`src/rtl/shm_button_events.sv`:
```
// Scroll HAT Mini button event generator. Each button produces PRESS/RELEASE/LONG/REPEAT
// events into a one-deep pending slot; a fixed-priority arbiter moves them into an event FIFO.

module shm_button_fsm #(
    parameter int LONG_CYCLES   = 50_000_000,
    parameter int REPEAT_CYCLES = 10_000_000,
    parameter int CNT_W         = 27
) (
    input  logic       clk,
    input  logic       reset,
    input  logic       key,
    input  logic       key_q,
    output logic       gen_vld,
    output logic [1:0] gen_type
);
    localparam logic [1:0] EV_PRESS   = 2'd0;
    localparam logic [1:0] EV_RELEASE = 2'd1;
    localparam logic [1:0] EV_LONG    = 2'd2;
    localparam logic [1:0] EV_REPEAT  = 2'd3;

    localparam logic [CNT_W-1:0] LONG_LAST   = CNT_W'(LONG_CYCLES - 1);
    localparam logic [CNT_W-1:0] REPEAT_LAST = CNT_W'(REPEAT_CYCLES - 1);

    typedef enum logic [1:0] {S_IDLE, S_DOWN, S_HELD} state_t;

    state_t           state_q, state_d;
    logic [CNT_W-1:0] cnt_q, cnt_d;
    logic             rise, fall;

    assign rise = key & ~key_q;
    assign fall = ~key & key_q;

    always_ff @(posedge clk) begin
        if (reset) begin
            state_q <= S_IDLE;
            cnt_q   <= '0;
        end else begin
            state_q <= state_d;
            cnt_q   <= cnt_d;
        end
    end

    always_comb begin
        state_d = state_q;
        cnt_d   = cnt_q;
        case (state_q)
            S_IDLE: begin
                if (rise) begin
                    state_d = S_DOWN;
                    cnt_d   = '0;
                end
            end
            S_DOWN: begin
                if (fall) begin
                    state_d = S_IDLE;
                    cnt_d   = '0;
                end else if (key) begin
                    if (cnt_q == LONG_LAST) begin
                        state_d = S_HELD;
                        cnt_d   = '0;
                    end else begin
                        cnt_d = cnt_q + CNT_W'(1);
                    end
                end
            end
            S_HELD: begin
                if (fall) begin
                    state_d = S_IDLE;
                    cnt_d   = '0;
                end else if (key) begin
                    cnt_d = (cnt_q == REPEAT_LAST) ? '0 : cnt_q + CNT_W'(1);
                end
            end
            default: begin
                state_d = S_IDLE;
                cnt_d   = '0;
            end
        endcase
    end

    // A release on the same cycle as a LONG/REPEAT wins
    always_comb begin
        gen_vld  = 1'b0;
        gen_type = EV_PRESS;
        case (state_q)
            S_IDLE: begin
                if (rise) begin
                    gen_vld  = 1'b1;
                    gen_type = EV_PRESS;
                end
            end
            S_DOWN: begin
                if (fall) begin
                    gen_vld  = 1'b1;
                    gen_type = EV_RELEASE;
                end else if (key && cnt_q == LONG_LAST) begin
                    gen_vld  = 1'b1;
                    gen_type = EV_LONG;
                end
            end
            S_HELD: begin
                if (fall) begin
                    gen_vld  = 1'b1;
                    gen_type = EV_RELEASE;
                end else if (key && cnt_q == REPEAT_LAST) begin
                    gen_vld  = 1'b1;
                    gen_type = EV_REPEAT;
                end
            end
            default: begin
                gen_vld  = 1'b0;
                gen_type = EV_PRESS;
            end
        endcase
    end
endmodule

module shm_button_events #(
    parameter int  NUM_KEYS      = 4,
    parameter int  LONG_CYCLES   = 50_000_000,
    parameter int  REPEAT_CYCLES = 10_000_000,
    parameter int  FIFO_DEPTH    = 8,
    localparam int BTN_W         = (NUM_KEYS > 1) ? $clog2(NUM_KEYS) : 1,
    localparam int EVT_W         = BTN_W + 2
) (
    input  logic                clk,
    input  logic                reset,
    input  logic [NUM_KEYS-1:0] key,
    output logic                evt_valid,
    input  logic                evt_ready,
    output logic [EVT_W-1:0]    evt_data,
    output logic [NUM_KEYS-1:0] held,
    output logic                overflow,
    input  logic                overflow_clr
);
    localparam int MAX_CYC = (LONG_CYCLES > REPEAT_CYCLES) ? LONG_CYCLES : REPEAT_CYCLES;
    localparam int HCNT_W  = $clog2(MAX_CYC) + 1;
    localparam int PTR_W   = (FIFO_DEPTH > 1) ? $clog2(FIFO_DEPTH) : 1;
    localparam int CNT_W   = $clog2(FIFO_DEPTH) + 1;
    localparam logic [PTR_W-1:0] PTR_LAST = PTR_W'(FIFO_DEPTH - 1);

    logic [NUM_KEYS-1:0]              key_q, key_d;
    logic [NUM_KEYS-1:0]              gen_vld;
    logic [NUM_KEYS-1:0][1:0]         gen_type;
    logic [NUM_KEYS-1:0]              pend_vld_q, pend_vld_d;
    logic [NUM_KEYS-1:0][1:0]         pend_type_q, pend_type_d;
    logic [NUM_KEYS-1:0]              grant, drop;
    logic [BTN_W-1:0]                 arb_idx;
    logic                             arb_any;
    logic                             push, pop, fifo_full;
    logic [EVT_W-1:0]                 push_data;
    logic [FIFO_DEPTH-1:0][EVT_W-1:0] mem_q, mem_d;
    logic [PTR_W-1:0]                 wr_ptr_q, wr_ptr_d, rd_ptr_q, rd_ptr_d;
    logic [CNT_W-1:0]                 count_q, count_d;
    logic                             overflow_q, overflow_d;

    assign key_d = key;

    for (genvar g = 0; g < NUM_KEYS; g++) begin : g_btn
        shm_button_fsm #(
            .LONG_CYCLES   (LONG_CYCLES),
            .REPEAT_CYCLES (REPEAT_CYCLES),
            .CNT_W         (HCNT_W)
        ) u_fsm (
            .clk      (clk),
            .reset    (reset),
            .key      (key[g]),
            .key_q    (key_q[g]),
            .gen_vld  (gen_vld[g]),
            .gen_type (gen_type[g])
        );
    end

    // Descending scan so the lowest occupied index is the one left in arb_idx
    always_comb begin
        arb_any = 1'b0;
        arb_idx = '0;
        for (int i = NUM_KEYS - 1; i >= 0; i--) begin
            if (pend_vld_q[i]) begin
                arb_any = 1'b1;
                arb_idx = BTN_W'(i);
            end
        end
    end

    assign fifo_full = (count_q == CNT_W'(FIFO_DEPTH));
    assign push      = arb_any & ~fifo_full;
    assign push_data = {pend_type_q[arb_idx], arb_idx};
    assign pop       = evt_valid & evt_ready;

    always_comb begin
        grant       = '0;
        drop        = '0;
        pend_vld_d  = pend_vld_q;
        pend_type_d = pend_type_q;
        if (push) grant[arb_idx] = 1'b1;
        for (int i = 0; i < NUM_KEYS; i++) begin
            if (grant[i]) pend_vld_d[i] = 1'b0;
            if (gen_vld[i]) begin
                if (pend_vld_q[i] && !grant[i]) begin
                    drop[i] = 1'b1;
                end else begin
                    pend_vld_d[i]  = 1'b1;
                    pend_type_d[i] = gen_type[i];
                end
            end
        end
    end

    always_comb begin
        overflow_d = overflow_q;
        if (overflow_clr) overflow_d = 1'b0;
        if (|drop) overflow_d = 1'b1;
    end

    always_comb begin
        mem_d    = mem_q;
        wr_ptr_d = wr_ptr_q;
        rd_ptr_d = rd_ptr_q;
        count_d  = count_q;
        if (push) begin
            mem_d[wr_ptr_q] = push_data;
            wr_ptr_d        = (wr_ptr_q == PTR_LAST) ? '0 : wr_ptr_q + PTR_W'(1);
        end
        if (pop) rd_ptr_d = (rd_ptr_q == PTR_LAST) ? '0 : rd_ptr_q + PTR_W'(1);
        case ({push, pop})
            2'b10:   count_d = count_q + CNT_W'(1);
            2'b01:   count_d = count_q - CNT_W'(1);
            default: count_d = count_q;
        endcase
    end

    always_ff @(posedge clk) begin
        if (reset) begin
            key_q       <= '0;
            pend_vld_q  <= '0;
            pend_type_q <= '0;
            mem_q       <= '0;
            wr_ptr_q    <= '0;
            rd_ptr_q    <= '0;
            count_q     <= '0;
            overflow_q  <= 1'b0;
        end else begin
            key_q       <= key_d;
            pend_vld_q  <= pend_vld_d;
            pend_type_q <= pend_type_d;
            mem_q       <= mem_d;
            wr_ptr_q    <= wr_ptr_d;
            rd_ptr_q    <= rd_ptr_d;
            count_q     <= count_d;
            overflow_q  <= overflow_d;
        end
    end

    assign evt_valid = (count_q != '0);
    assign evt_data  = evt_valid ? mem_q[rd_ptr_q] : '0;
    assign held      = key_q;
    assign overflow  = overflow_q;
endmodule

```
`config.mk`:
```
export PLATFORM = sky130hd
export DESIGN_NAME = shm_button_events
export DESIGN_NICKNAME = d
export VERILOG_FILES = /design/src/rtl/shm_button_events.sv
export SDC_FILE = /design/constraint.sdc
export NUM_CORES = 1
export LEC_CHECK = 0
export CORE_MARGIN = 2
export CORE_UTILIZATION = 60
export DETAILED_ROUTE_END_ITERATION = 8
export PLACE_DENSITY = 0.77
export SLEW_MARGIN = 10
export SYNTH_ARGS = -nofsm -noshare
export SYNTH_HDL_FRONTEND = slang
export SYNTH_SLANG_ARGS = --single-unit
```
`constraint.sdc`:
```
create_clock -name clk -period 4.3 [get_ports clk]
set_input_delay 0.43 -clock clk [delete_from_list [all_inputs] [get_ports clk]]
set_output_delay 0.43 -clock clk [all_outputs]
set_load 0.02 [all_outputs]
```
# Word level (Yosys, flattened, before mapping)

Cells that the tools add are included.

Word-level logic and storage cells: 285
Output and inout bits: 10
Flip-flop bits (word level): 175
Bits of input ports: 8

Add/subtract/negate cells: 8
Reduce and logical (&&, ||, !) cells: 38
Muxes and demuxes: 144
Magnitude comparators: 5
Equality and inequality tests: 41
Bitwise operators: 23

Operators with widths:

| operator                                              | number |
|---|---|
| two-way mux 27 bit                                    | 28 |
| one-hot mux 27 bit (3 select lines)                   | 4 |
| adder 27 x 1 -> 27 bit, second input constant         | 4 |
| equality test 27 x 24 -> 1 bit, second input constant | 4 |
| equality test 27 x 26 -> 1 bit, second input constant | 4 |
| two-way mux 2 bit                                     | 41 |
| two-way mux 1 bit                                     | 47 |
| bitwise mux 32 bit                                    | 1 |
| inequality test 3 x 2 -> 1 bit, second input constant | 8 |
| one-hot mux 2 bit (3 select lines)                    | 4 |
| two-way mux 4 bit                                     | 4 |
| inequality test 2 x 1 -> 1 bit, second input constant | 8 |
| one-hot mux 2 bit (2 select lines)                    | 4 |
| AND reduction 4 bit                                   | 4 |
| logical AND 1 bit                                     | 14 |
| inverter 1 bit                                        | 13 |
| binary-select mux 4 bit (select 3 bit)                | 1 |
| demux 4 bit (select 3 bit)                            | 1 |
| inequality test 3 x 1 -> 1 bit, second input constant | 4 |
| one-hot mux 1 bit (3 select lines)                    | 4 |
| AND reduction 3 bit                                   | 4 |
| bitwise AND 1 bit                                     | 10 |
| equality test 2 x 1 -> 1 bit, second input constant   | 5 |
| equality test 2 bit, second input constant            | 5 |
| other kinds (19)                                      | 33 |

# Depth between registers and ports, before layout

Gate-level depths: netlist of the first run.

Depth after elaboration: 15
Gate-level depth with buffers: 11
Mapped depth without buffers: 11

# By module

From an unflattened synthesis of the first run, not the netlist that was laid out.

Cell total of the unflattened synthesis: 1230
Area, all modules: 10237.3 um2

By module, submodules not included:

| module                              | cells an instance | area an instance (um2) | seq. area each (um2) | times used |
|---|---|---|---|---|
| shm_button_fsm (g_btn[1].u_fsm ...) | 232               | 1835.5                 | 580.6                | 2 |
| shm_button_events                   | 293               | 2830.2                 | 1181.1               | 1 |
| shm_button_fsm (g_btn[3].u_fsm)     | 250               | 1929.4                 | 580.6                | 1 |
| shm_button_fsm (g_btn[0].u_fsm)     | 223               | 1806.7                 | 580.6                | 1 |

# Least setup slack after synthesis of the first run

OpenSTA, ideal clock, no wires.

Path type: register to register
Start: register count_q[0]
End: register count_q[3]
Stages on the path, launching flop included: 12
Library setup time: 0.071 ns
Data required time: 4.229 ns
Setup slack: 1.565 ns
Data arrival time: 2.664 ns
Path buffers: 0
Clock period less this slack: 2.735 ns
Cell sequence: dfxtp_1 > nor4_1 > inv_1 > nand2_1 > inv_1 > ha_1 > ha_1 > a21o_1 > a21oi_1 > xnor2_1 > or3_1 > a21oi_1

Elaborated cells on any way between the ends: 11
Those cells by class: add/sub: 2; eq/ne: 3; mux: 1; bitwise: 3; reduce/logical: 2

RTL lines:

| what                                                                            | line | text |
|---|---|---|
| from (decl)                                                                     | 154  | `logic [CNT_W-1:0] count_q, count_d;` |
| from (signal assigned)                                                          | 250  | `count_q <= count_d;` |
| nonzero test 4 bit *                                                            | 255  | `assign evt_valid = (count_q != '0);` |
| via evt_valid                                                                   | 129  | `output logic evt_valid,` |
| bitwise AND 1 bit *                                                             | 189  | `assign pop = evt_valid & evt_ready;` |
| via pop                                                                         | 150  | `logic push, pop, fifo_full;` |
| equality test 2 x 1 -> 1 bit / equality test 2 bit (equally long branches)      | 226  | `case ({push, pop})` |
| one-hot mux 4 bit (2 select lines) / nonzero test 2 bit (equally long branches) | -    |  |

Mark *: on every way through the listed nets, which the timed path passes. The rest lies on a longest branch.
A chain may end at the register's enable or synchronous reset.

# Worst setup path in the final report of the first run

Start: register rd_ptr_q[0]
End: output evt_data[1]

Cells in the longest elaborated chain, start to end: 3

Ends and longest elaborated chain:

| what                                    | line | text |
|---|---|---|
| from (decl)                             | 153  | `logic [PTR_W-1:0] wr_ptr_q, wr_ptr_d, rd_ptr_q, rd_ptr_d;` |
| from (signal assigned)                  | 249  | `rd_ptr_q <= rd_ptr_d;` |
| binary-select mux 4 bit (select 3 bit)  | 256  | `assign evt_data = evt_valid ? mem_q[rd_ptr_q] : '0;` |
| two-way mux 4 bit (not written as such) | 256  |  |
| two-way mux 4 bit                       | 256  |  |
| to (decl)                               | 131  | `output logic [EVT_W-1:0] evt_data,` |

No other way between the ends. The select of a mux whose other input is x is not followed.

==> qor.json, run 1 <==
{
  "run_status": {
    "outcome": "completed"
  },
  "hold_path": {
    "min-delay-path-class": "primary input to flop",
    "hp-start": "reset",
    "worst_hold_path.num_cells": 2,
    "whs_endpoint": "held[1]$_SDFF_PP0_"
  },
  "cts": {
    "clockBufferDepth": 2,
    "cts.repair_timing.setup_buffer_count": 0,
    "clock_tree_from_tritoncts": "yes",
    "ctsRootBufferMaster": "sky130_fd_sc_hd__clkbuf_16",
    "cts_hold_repair.buffers": 0,
    "cts.repair.resized": 0,
    "worstSkewPairLatency_ns": 0.43,
    "cts-buffers-inserted": 17,
    "numClockSinks": 175,
    "clkTransAtPathRegs_ns": 0.06,
    "cts_max_level": 4
  },
  "logic_synthesis": {
    "synth-main-ff-cell": "sky130_fd_sc_hd__dfxtp_1",
    "synth.yosys.warnings": 0,
    "synth-edff-count": 0,
    "syn_inst": 1044,
    "synth.lib_cells_used.distinct": 79,
    "synth_register_bits": 175,
    "postSynth.asyncResetShare_pct": 0,
    "postSynthAreaPerCell_um2": 8.708,
    "syn-num-nets": 1080,
    "mappedNetlistArea_mm2": 0.009091,
    "synth.yosys.seq_area_share_pct": 38.54
  },
  "global_route": {
    "grt_util_met1_pct": 30.13,
    "groute.layer.met3.usage_pct": 5.360,
    "gr-usage-met2_pct": 38.61,
    "grt.total_usage_pct": 23.21,
    "grt_antenna_before_repair": 1,
    "grt_max_degree": 39,
    "first_global_vias": 6788,
    "grt_most_used_layer": "met2",
    "grt_overflow_total": 0,
    "first_pass_grt_wire_length_um": 31190
  },
  "flow_run": {
    "drv.max_cap_violation_count": 0
  },
  "floorplanning": {
    "floorplan.rows": 44,
    "fp.dieH_um": 127.1,
    "die_x_um": 127.1,
    "dieArea_mm2": 0.01615,
    "initial_core_util_pct": 62.08,
    "io_pins": 18,
    "core_area_mm2": 0.01464
  },
  "power": {
    "pwr-share-clk_pct": 35.6,
    "finalPower_mw": 4.140,
    "ir_worst_vdd_mv": 0.3339,
    "sw_frac_of_total_pct": 30.73,
    "net-switching-power_mw": 1.272,
    "pwr_density_cell_mw_per_mm2": 418.6,
    "pwr-share-seq_pct": 43.6,
    "power.internal_mw": 2.867,
    "share_comb_of_total_power_pct": 20.8,
    "cellLeakagePower_nw": 3.520
  },
  "sta": {
    "max_slew_margin_pct": 26.92,
    "hold_viol": 0,
    "fin_skew_ns": 0.007869,
    "rsz0062_at_grt": "false",
    "timing_worst_slew_pin_value_ns": 1.086,
    "layout_min_cycle_time_ns": 3.022,
    "fmax_ghz": 0.3309,
    "postLayoutSetupSlackWorst_ns": 1.278,
    "finalMaxSlewViolations": 0,
    "fin_tns_setup_ns": 0,
    "fin_crit_share_pct": 70.29,
    "setup_viol_count_final": 0,
    "worst_hold_slack_ns": 0.3768
  },
  "worst_setup_path": {
    "timing.critical_path.arrival_ns": 2.59,
    "timing.critical_path.required_ns": 3.87,
    "r2r-start": "count_q[0]$_SDFFE_PP0P_",
    "critical_path_peak_fanout": 11,
    "cp-end-kind": "primary output",
    "crit_path_start_kind": "flop",
    "reg_to_reg_slack_setup_ns": 1.43,
    "timing_worst_setup_path_type": "flop to primary output",
    "ff_to_ff_end": "count_q[3]$_SDFFE_PP0P_",
    "rr_worst_depth": 11
  },
  "placement": {
    "dp_worst_setup_slack_ns": 1.399,
    "globalplace.congestion": 0.8688,
    "port_buffers": 17,
    "detailed_place_hpwl_um": 12420
  },
  "drt": {
    "avgViaCountPerCell": 5.850,
    "final_ant_viol_nets": 0,
    "drtIter0Drc": 480,
    "routedWlPerCell_um": 14.61,
    "totalWireLength_um": 18070,
    "vias": 7236,
    "drt_pass1_iterations": 6,
    "drcViolationCount": 0
  },
  "finish": {
    "nets": 1077,
    "post_synthesis_to_final_layout_area_growth_pct": 8.767,
    "final_util_pct": 67.52,
    "n_antenna_cell": 0,
    "fraction_of_final_layout_cells_with_drive_strength_greater_than_1_pct": 7.502
  }
}
==> critical path: stages, from the launching register on <==
cell                              delay [ns]
sky130_fd_sc_hd__dfxtp_1                0.75
sky130_fd_sc_hd__mux4_2                 0.61
sky130_fd_sc_hd__mux2i_1                0.18
sky130_fd_sc_hd__nor2_1                 0.06
sky130_fd_sc_hd__clkdlybuf4s50_1        0.56
==> worst max-delay path by stage <==
stage,startpoint,slack (ns),to
floorplan,count_q[0]$_SDFFE_PP0P_,1.57,count_q[3]$_SDFFE_PP0P_
global placement,key[3],1.43,g_btn[3].u_fsm.cnt_q[23]$_SDFFE_PP0P_
detailed placement,key[3],1.40,g_btn[3].u_fsm.cnt_q[25]$_SDFFE_PP0P_
CTS,rd_ptr_q[0]$_SDFFE_PP0P_,1.22,evt_data[1]
global route,g_btn[3].u_fsm.cnt_q[0]$_SDFFE_PP0P_,1.12,g_btn[3].u_fsm.cnt_q[25]$_SDFFE_PP0P_
finish,rd_ptr_q[0]$_SDFFE_PP0P_,1.28,evt_data[1]
==> through the flow <==
| stage | instances | cell area, um^2 |
|---|---|---|
| 5_1_grt | 1237 | 9888 |
| 3_5_place_dp | 1206 | 9325 |
| 6_report | 1237 | 9888 |
| 4_1_cts | 1237 | 9888 |
| 2_1_floorplan | 1044 | 9091 |
| 3_3_place_gp | 1206 | 9325 |
==> Yosys cell counts (all sizes together), types with 7 or more instances <==
master / count / share of area [%]
nand4: 45 / 3.1
o21ai: 21 / 1.2
nand3: 64 / 3.5
clkbuf: 27 / 1.1
xnor2: 25 / 2.4
inv: 32 / 1.3
a21oi: 45 / 2.6
or3: 9 / 0.67
mux4: 8 / 2.0
xor2: 73 / 7.0
and3: 21 / 1.5
nor3: 19 / 1.1
nor4: 13 / 1.2
nor4b: 9 / 1.1
nor2: 184 / 7.6
nor4bb: 7 / 0.77
nand2: 52 / 2.1
dfxtp: 175 / 39
mux2i: 43 / 4.7
ha: 27 / 3.7
nor2b: 7 / 0.48
and4: 14 / 1.3
buf: 18 / 1.2
nand2b: 11 / 0.76
==> cell families after synthesis <==
family | share of synthesized area (%)
compound gates | 8.891
simple gates | 28.64
buf+inv | 3.592
fa+ha+maj | 3.936
xor+xnor | 9.441
flops | 38.54
mux | 6.964
==> metal layers <==
metal | part of all wire [%] | wire length [um]
met1 | 48 | 8633
met4 | 1.5 | 266
met5 | 0.083 | 15
met3 | 3.5 | 631
met2 | 47 | 8523
==> layout by cell type (no fill, tap or decap), drive strengths merged, types with 5 or more instances in the layout <==
master / count
mux4: 8
dfxtp: 175
clkdlybuf4s50: 16
nand3: 64
a21oi: 45
o21bai: 5
nor2b: 7
nor3: 19
clkinv: 7
o21ba: 6
nor4b: 9
and4: 14
nand2: 52
and2: 6
xnor2: 25
or4: 6
and3: 21
a31oi: 5
nor4bb: 7
nor4: 13
inv: 35
nand4: 45
clkbuf: 19
ha: 27
or3: 9
xor2: 73
mux2i: 43
buf: 7
o21ai: 21
nor2: 184
nand2b: 11
==> registers in the layout, indices dropped and copies added (netlist names) <==
signal,flops
count_q,4
g_btn.u_fsm.cnt_q,108
g_btn.u_fsm.state_q,8
held,4
mem_q,32
overflow,1
pend_type_q,8
pend_vld_q,4
rd_ptr_q,3
wr_ptr_q,3
==> power groups by stage <==
stage | clock (mW) | combinational, mW | sequential (mW)
global placement | 0 | 0.839 | 1.83
global route | 1.58 | 0.956 | 1.82
floorplan | 0 | 0.719 | 1.78
CTS | 1.50 | 0.863 | 1.80
detailed placement | 0 | 0.853 | 1.84
finish | 1.47 | 0.862 | 1.80
==> area by class of cell <==
cell class | instances | area (um^2)
Fill cell | 1208 | 4756
Tap cell | 184 | 230.2
Sequential cell | 175 | 3503
Timing Repair Buffer | 23 | 210.2
Clock buffer | 19 | 452.9
Multi-Input combinational cell | 792 | 5261
Inverter | 32 | 120.1
Clock inverter | 12 | 110.1
Note: power is estimated with default switching activity, not from simulation.
==> run 2, diff against run 1 <==
==> constraint.sdc (replaced) <==
create_clock -name clk -period 2.8 [get_ports clk]
set_input_delay 0.28 -clock clk [delete_from_list [all_inputs] [get_ports clk]]
set_output_delay 0.28 -clock clk [all_outputs]
set_load 0.02 [all_outputs]
==> qor.json, run 2 (same netlist as run 1, synthesis figures left out) <==
{
  "sta": {
    "setup_viol_count_final": 0,
    "finalMaxSlewViolations": 0,
    "max_slew_margin_pct": 25.65,
    "timing_worst_slew_pin_value_ns": 1.112,
    "postLayoutSetupSlackWorst_ns": 0.1547,
    "hold_viol": 0,
    "fin_tns_setup_ns": 0,
    "rsz0062_at_grt": "false",
    "fmax_ghz": 0.3780,
    "fin_skew_ns": 0.007760,
    "fin_crit_share_pct": 94.48,
    "layout_min_cycle_time_ns": 2.645
  },
  "global_route": {
    "grt_max_degree": 39,
    "first_global_vias": 6786,
    "first_pass_grt_wire_length_um": 30950,
    "grt_antenna_before_repair": 0,
    "grt.total_usage_pct": 22.97,
    "grt_overflow_total": 0
  },
  "finish": {
    "largest_register_ffs": 108,
    "layout.cells.most_common": "sky130_fd_sc_hd__nor2_1",
    "most_frequent_cells_in_the_layout": "sky130_fd_sc_hd__nor2_1, sky130_fd_sc_hd__dfxtp_1, sky130_fd_sc_hd__xor2_1",
    "registers_with_the_most_flip_flops": "g_btn.u_fsm.cnt_q: 108 flops, mem_q: 32 flops",
    "post_synthesis_to_final_layout_area_growth_pct": 11.31,
    "nets": 1098,
    "filler_cell_count": 1208,
    "largest-register": "g_btn.u_fsm.cnt_q",
    "n_antenna_cell": 0,
    "fraction_of_final_layout_cells_with_drive_strength_greater_than_1_pct": 9.311,
    "final_util_pct": 69.10
  },
  "hold_path": {
    "min-delay-path-class": "primary input to flop"
  },
  "placement": {
    "port_buffers": 17,
    "dp_worst_setup_slack_ns": 0.1874,
    "globalplace.congestion": 0.8763,
    "detailed_place_hpwl_um": 12470
  },
  "flow_run": {
    "drv.max_cap_violation_count": 0
  },
  "cts": {
    "cts_hold_repair.buffers": 0,
    "cts_max_level": 4,
    "clkTransAtPathRegs_ns": 0.06,
    "cts.repair.resized": 0,
    "clockBufferDepth": 2,
    "cts.repair_timing.setup_buffer_count": 0,
    "clock_tree_from_tritoncts": "yes",
    "ctsRootBufferMaster": "sky130_fd_sc_hd__clkbuf_16",
    "worstSkewPairLatency_ns": 0.43,
    "cts-buffers-inserted": 17,
    "numClockSinks": 175
  },
  "worst_setup_path": {
    "crit_path_start_kind": "flop",
    "critical_path_peak_fanout": 7,
    "timing.critical_path.required_ns": 2.52,
    "timing_worst_setup_path_type": "flop to primary output",
    "cp-end-kind": "primary output",
    "reg_to_reg_slack_setup_ns": 0.19,
    "timing.critical_path.arrival_ns": 2.37
  },
  "drt": {
    "vias": 7306,
    "drcViolationCount": 0,
    "drt_pass1_iterations": 5,
    "final_ant_viol_nets": 0,
    "totalWireLength_um": 18150,
    "drtIter0Drc": 378,
    "routedWlPerCell_um": 14.42,
    "avgViaCountPerCell": 5.808
  },
  "floorplanning": {
    "die_x_um": 127.1,
    "initial_core_util_pct": 62.08,
    "dieArea_mm2": 0.01615,
    "io_pins": 18,
    "fp.dieH_um": 127.1,
    "floorplan.rows": 44,
    "core_area_mm2": 0.01464
  },
  "power": {
    "cellLeakagePower_nw": 3.651,
    "pwr_density_cell_mw_per_mm2": 660.0,
    "ir_worst_vdd_mv": 0.4527
  },
  "run_status": {
    "outcome": "completed"
  }
}
==> run 2: layout make-up <==
type	instances	area, um^2	area share [%]
multi-input cells	792	5268	52.05
inverters	32	120.1	1.187
flip-flops and latches	175	3503	34.62
clock buffers	18	429.2	4.241
repair buffers	44	380.4	3.759
clock inverters	13	188.9	1.867
well taps	184	230.2	2.275
==> run 2: critical path, cell delays in order, from the launching register on <==
cell	delay, ns
sky130_fd_sc_hd__dfxtp_1	0.42
sky130_fd_sc_hd__buf_4	0.23
sky130_fd_sc_hd__mux4_2	0.53
sky130_fd_sc_hd__mux2i_1	0.17
sky130_fd_sc_hd__nor2_1	0.05
sky130_fd_sc_hd__clkdlybuf4s50_1	0.53
==> run 2: report_power, final <==
part	internal [mW]	total, mW	switching, mW	leakage (nW)
registers	2.60	2.76	0.157	1.41
clock network	1.49	2.49	0.992	0.297
logic	0.605	1.44	0.832	1.94
total	4.70	6.68	1.98	3.65
==> run 2: layer usage <==
metal	up-vias	track usage [%]	wire, um
met5	-	0	0
met4	0	6.399	202
li1	3735	-	-
met2	101	38.61	8663
met3	21	5.067	537
met1	3449	29.96	8742
==> run 2: stage by stage <==
| step | hold WS [ns] | power, mW | instance area, um^2 | std cells |
|---|---|---|---|---|
| global placement | 0.4693 | 4.185 | 9495 | 1227 |
| finish | 0.4011 | 6.679 | 10120 | 1258 |
| CTS | 0.3854 | 6.704 | 10110 | 1258 |
| global route | 0.4360 | 7.019 | 10120 | 1258 |
| detailed placement | 0.4671 | 4.217 | 9495 | 1227 |
| floorplan | 0.4082 | 3.837 | 9091 | 1044 |
==> run 2: worst paths after layout <==
path                                from  cells after the start                     endpoint
max             rd_ptr_q[0]$_SDFFE_PP0P_                      5                  evt_data[1]
min                                reset                      2           held[0]$_SDFF_PP0_
max reg2reg      count_q[0]$_SDFFE_PP0P_                     11      count_q[3]$_SDFFE_PP0P_
min reg2reg  pend_type_q[6]$_SDFFE_PP0P_                      2  pend_type_q[6]$_SDFFE_PP0P_
==> run 3, diff against run 2 <==
--- a/config.mk
+++ b/config.mk
@@ -9,6 +9,7 @@
 export CORE_UTILIZATION = 60
 export DETAILED_ROUTE_END_ITERATION = 8
 export PLACE_DENSITY = 0.77
+export SETUP_SLACK_MARGIN = 0.3
 export SLEW_MARGIN = 10
 export SYNTH_ARGS = -nofsm -noshare
 export SYNTH_HDL_FRONTEND = slang
==> qor.json, run 3 (same netlist as run 1, synthesis figures left out) <==
{
  "floorplanning": {
    "initial_core_util_pct": 62.08,
    "io_pins": 18,
    "floorplan.rows": 44,
    "core_area_mm2": 0.01464,
    "die_x_um": 127.1,
    "fp.dieH_um": 127.1,
    "dieArea_mm2": 0.01615
  },
  "power": {
    "pwr-share-clk_pct": 36.0,
    "sw_frac_of_total_pct": 31.37,
    "net-switching-power_mw": 2.119,
    "pwr-share-seq_pct": 41.0,
    "ir_worst_vdd_mv": 0.4835,
    "cellLeakagePower_nw": 3.724,
    "pwr_density_cell_mw_per_mm2": 660.3,
    "power.internal_mw": 4.635,
    "share_comb_of_total_power_pct": 23.0
  },
  "sta": {
    "layout_min_cycle_time_ns": 2.381,
    "fin_skew_ns": 0.01353,
    "finalMaxSlewViolations": 0,
    "rsz0062_at_grt": "true",
    "fin_crit_share_pct": 85.04,
    "fmax_ghz": 0.4200,
    "setup_viol_count_final": 0,
    "max_slew_margin_pct": 18.94,
    "timing_worst_slew_pin_value_ns": 1.212,
    "hold_viol": 0,
    "fin_tns_setup_ns": 0
  },
  "finish": {
    "most_frequent_cells_in_the_layout": "sky130_fd_sc_hd__nor2_1, sky130_fd_sc_hd__dfxtp_1, sky130_fd_sc_hd__xor2_1",
    "post_synthesis_to_final_layout_area_growth_pct": 12.51,
    "nets": 1103,
    "n_antenna_cell": 0,
    "fraction_of_final_layout_cells_with_drive_strength_greater_than_1_pct": 11.67,
    "final_util_pct": 69.85,
    "layout.cells.most_common": "sky130_fd_sc_hd__nor2_1",
    "registers_with_the_most_flip_flops": "g_btn.u_fsm.cnt_q: 108 flops, mem_q: 32 flops",
    "register_area_mm2": 0.003512,
    "filler_cell_count": 1155,
    "largest_register_ffs": 108,
    "multiInputGateArea_mm2": 0.005348,
    "largest-register": "g_btn.u_fsm.cnt_q"
  },
  "drt": {
    "drcViolationCount": 0,
    "drtIter0Drc": 597,
    "totalWireLength_um": 19110,
    "avgViaCountPerCell": 5.915,
    "final_ant_viol_nets": 0,
    "drt_pass1_iterations": 7,
    "vias": 7476,
    "routedWlPerCell_um": 15.12
  },
  "cts": {
    "ctsRootBufferMaster": "sky130_fd_sc_hd__clkbuf_16",
    "worstSkewPairLatency_ns": 0.44,
    "clockBufferDepth": 2,
    "clkTransAtPathRegs_ns": 0.07,
    "cts-buffers-inserted": 17,
    "cts_max_level": 4,
    "numClockSinks": 175,
    "cts_hold_repair.buffers": 0,
    "clock_tree_from_tritoncts": "yes"
  },
  "worst_setup_path": {
    "cp-end-kind": "flop",
    "timing_worst_setup_path_type": "flop to flop",
    "crit_path_start_kind": "flop",
    "timing.critical_path.required_ns": 3.17,
    "timing.critical_path.arrival_ns": 2.75,
    "critical_path_peak_fanout": 5
  },
  "global_route": {
    "first_pass_grt_wire_length_um": 32730,
    "grt_antenna_before_repair": 0,
    "grt.total_usage_pct": 24.41,
    "first_global_vias": 6889,
    "grt_max_degree": 43,
    "grt_overflow_total": 0
  },
  "run_status": {
    "outcome": "completed"
  },
  "hold_path": {
    "min-delay-path-class": "primary input to flop"
  },
  "placement": {
    "port_buffers": 17,
    "detailed_place_hpwl_um": 12660,
    "globalplace.congestion": 0.8689
  },
  "flow_run": {
    "drv.max_cap_violation_count": 0
  }
}
==> run 3: repair_timing <==
action / CTS / global route
pin swaps: 1 / 7
buffers inserted: 1 / 9
gates resized for setup: 6 / 22
endpoints found under the setup margin: 12 / 80
==> run 3: per-stage QoR <==
step / hold WS (ns) / cell area, um^2 / setup slack (ns) / instances / power [mW]
finish: 0.3858 / 10230 / 0.4189 / 1264 / 6.754
global route: 0.4050 / 10230 / 0.2024 / 1264 / 7.090
CTS: 0.3656 / 10090 / 0.3140 / 1255 / 6.673
detailed placement: 0.4728 / 9479 / 0.2440 / 1222 / 4.222
global placement: 0.4647 / 9479 / 0.3028 / 1222 / 4.186
floorplan: 0.4082 / 9112 / 0.3075 / 1044 / 3.867
==> run 3: path summary, 6_finish.rpt <==
check	slack (ns)	end	cells past startpoint	startpoint
max	0.42	count_q[3]$_SDFFE_PP0P_	11	count_q[0]$_SDFFE_PP0P_
min reg2reg	0.48	pend_type_q[6]$_SDFFE_PP0P_	2	pend_type_q[6]$_SDFFE_PP0P_
max reg2reg	0.42	count_q[3]$_SDFFE_PP0P_	11	count_q[0]$_SDFFE_PP0P_
min	0.39	held[0]$_SDFF_PP0_	2	reset
==> run 3: critical path, cell delays in order (launching register included) <==
cell and delay (ns):
sky130_fd_sc_hd__dfxtp_4 0.38, sky130_fd_sc_hd__nor4_4 0.31, sky130_fd_sc_hd__inv_1 0.11, sky130_fd_sc_hd__nand2_2 0.10, sky130_fd_sc_hd__inv_1 0.08, sky130_fd_sc_hd__ha_1 0.21, sky130_fd_sc_hd__ha_1 0.27, sky130_fd_sc_hd__a21o_1 0.19
sky130_fd_sc_hd__a21oi_2 0.14, sky130_fd_sc_hd__xnor2_1 0.08, sky130_fd_sc_hd__or3_1 0.30, sky130_fd_sc_hd__a21oi_1 0.14
==> run 3: layer usage <==
metal / up-vias / track usage [%] / routed length (um)
li1: 3740 / - / -
met1: 3587 / 32.10 / 8952
met2: 129 / 41.02 / 9308
met3: 20 / 4.983 / 626
met4: 0 / 6.917 / 219
met5: - / 0 / 0
==> run 3: cell type report <==
cell class	instances	share of cell area, %
multi-input combinational	792	52.28
sequential	175	34.34
clock buffer	18	4.294
timing repair buffer	49	4.110
tap	184	2.251
clock inverter	14	1.554
inverter	32	1.174
==> run 3: power by group through the flow <==
| stage | Clock [mW] | Combinational (mW) | Sequential (mW) |
|---|---|---|---|
| global placement | 0 | 1.39 | 2.80 |
| detailed placement | 0 | 1.41 | 2.81 |
| global route | 2.58 | 1.72 | 2.79 |
| finish | 2.43 | 1.55 | 2.77 |
| CTS | 2.47 | 1.45 | 2.76 |
| floorplan | 0 | 1.12 | 2.75 |
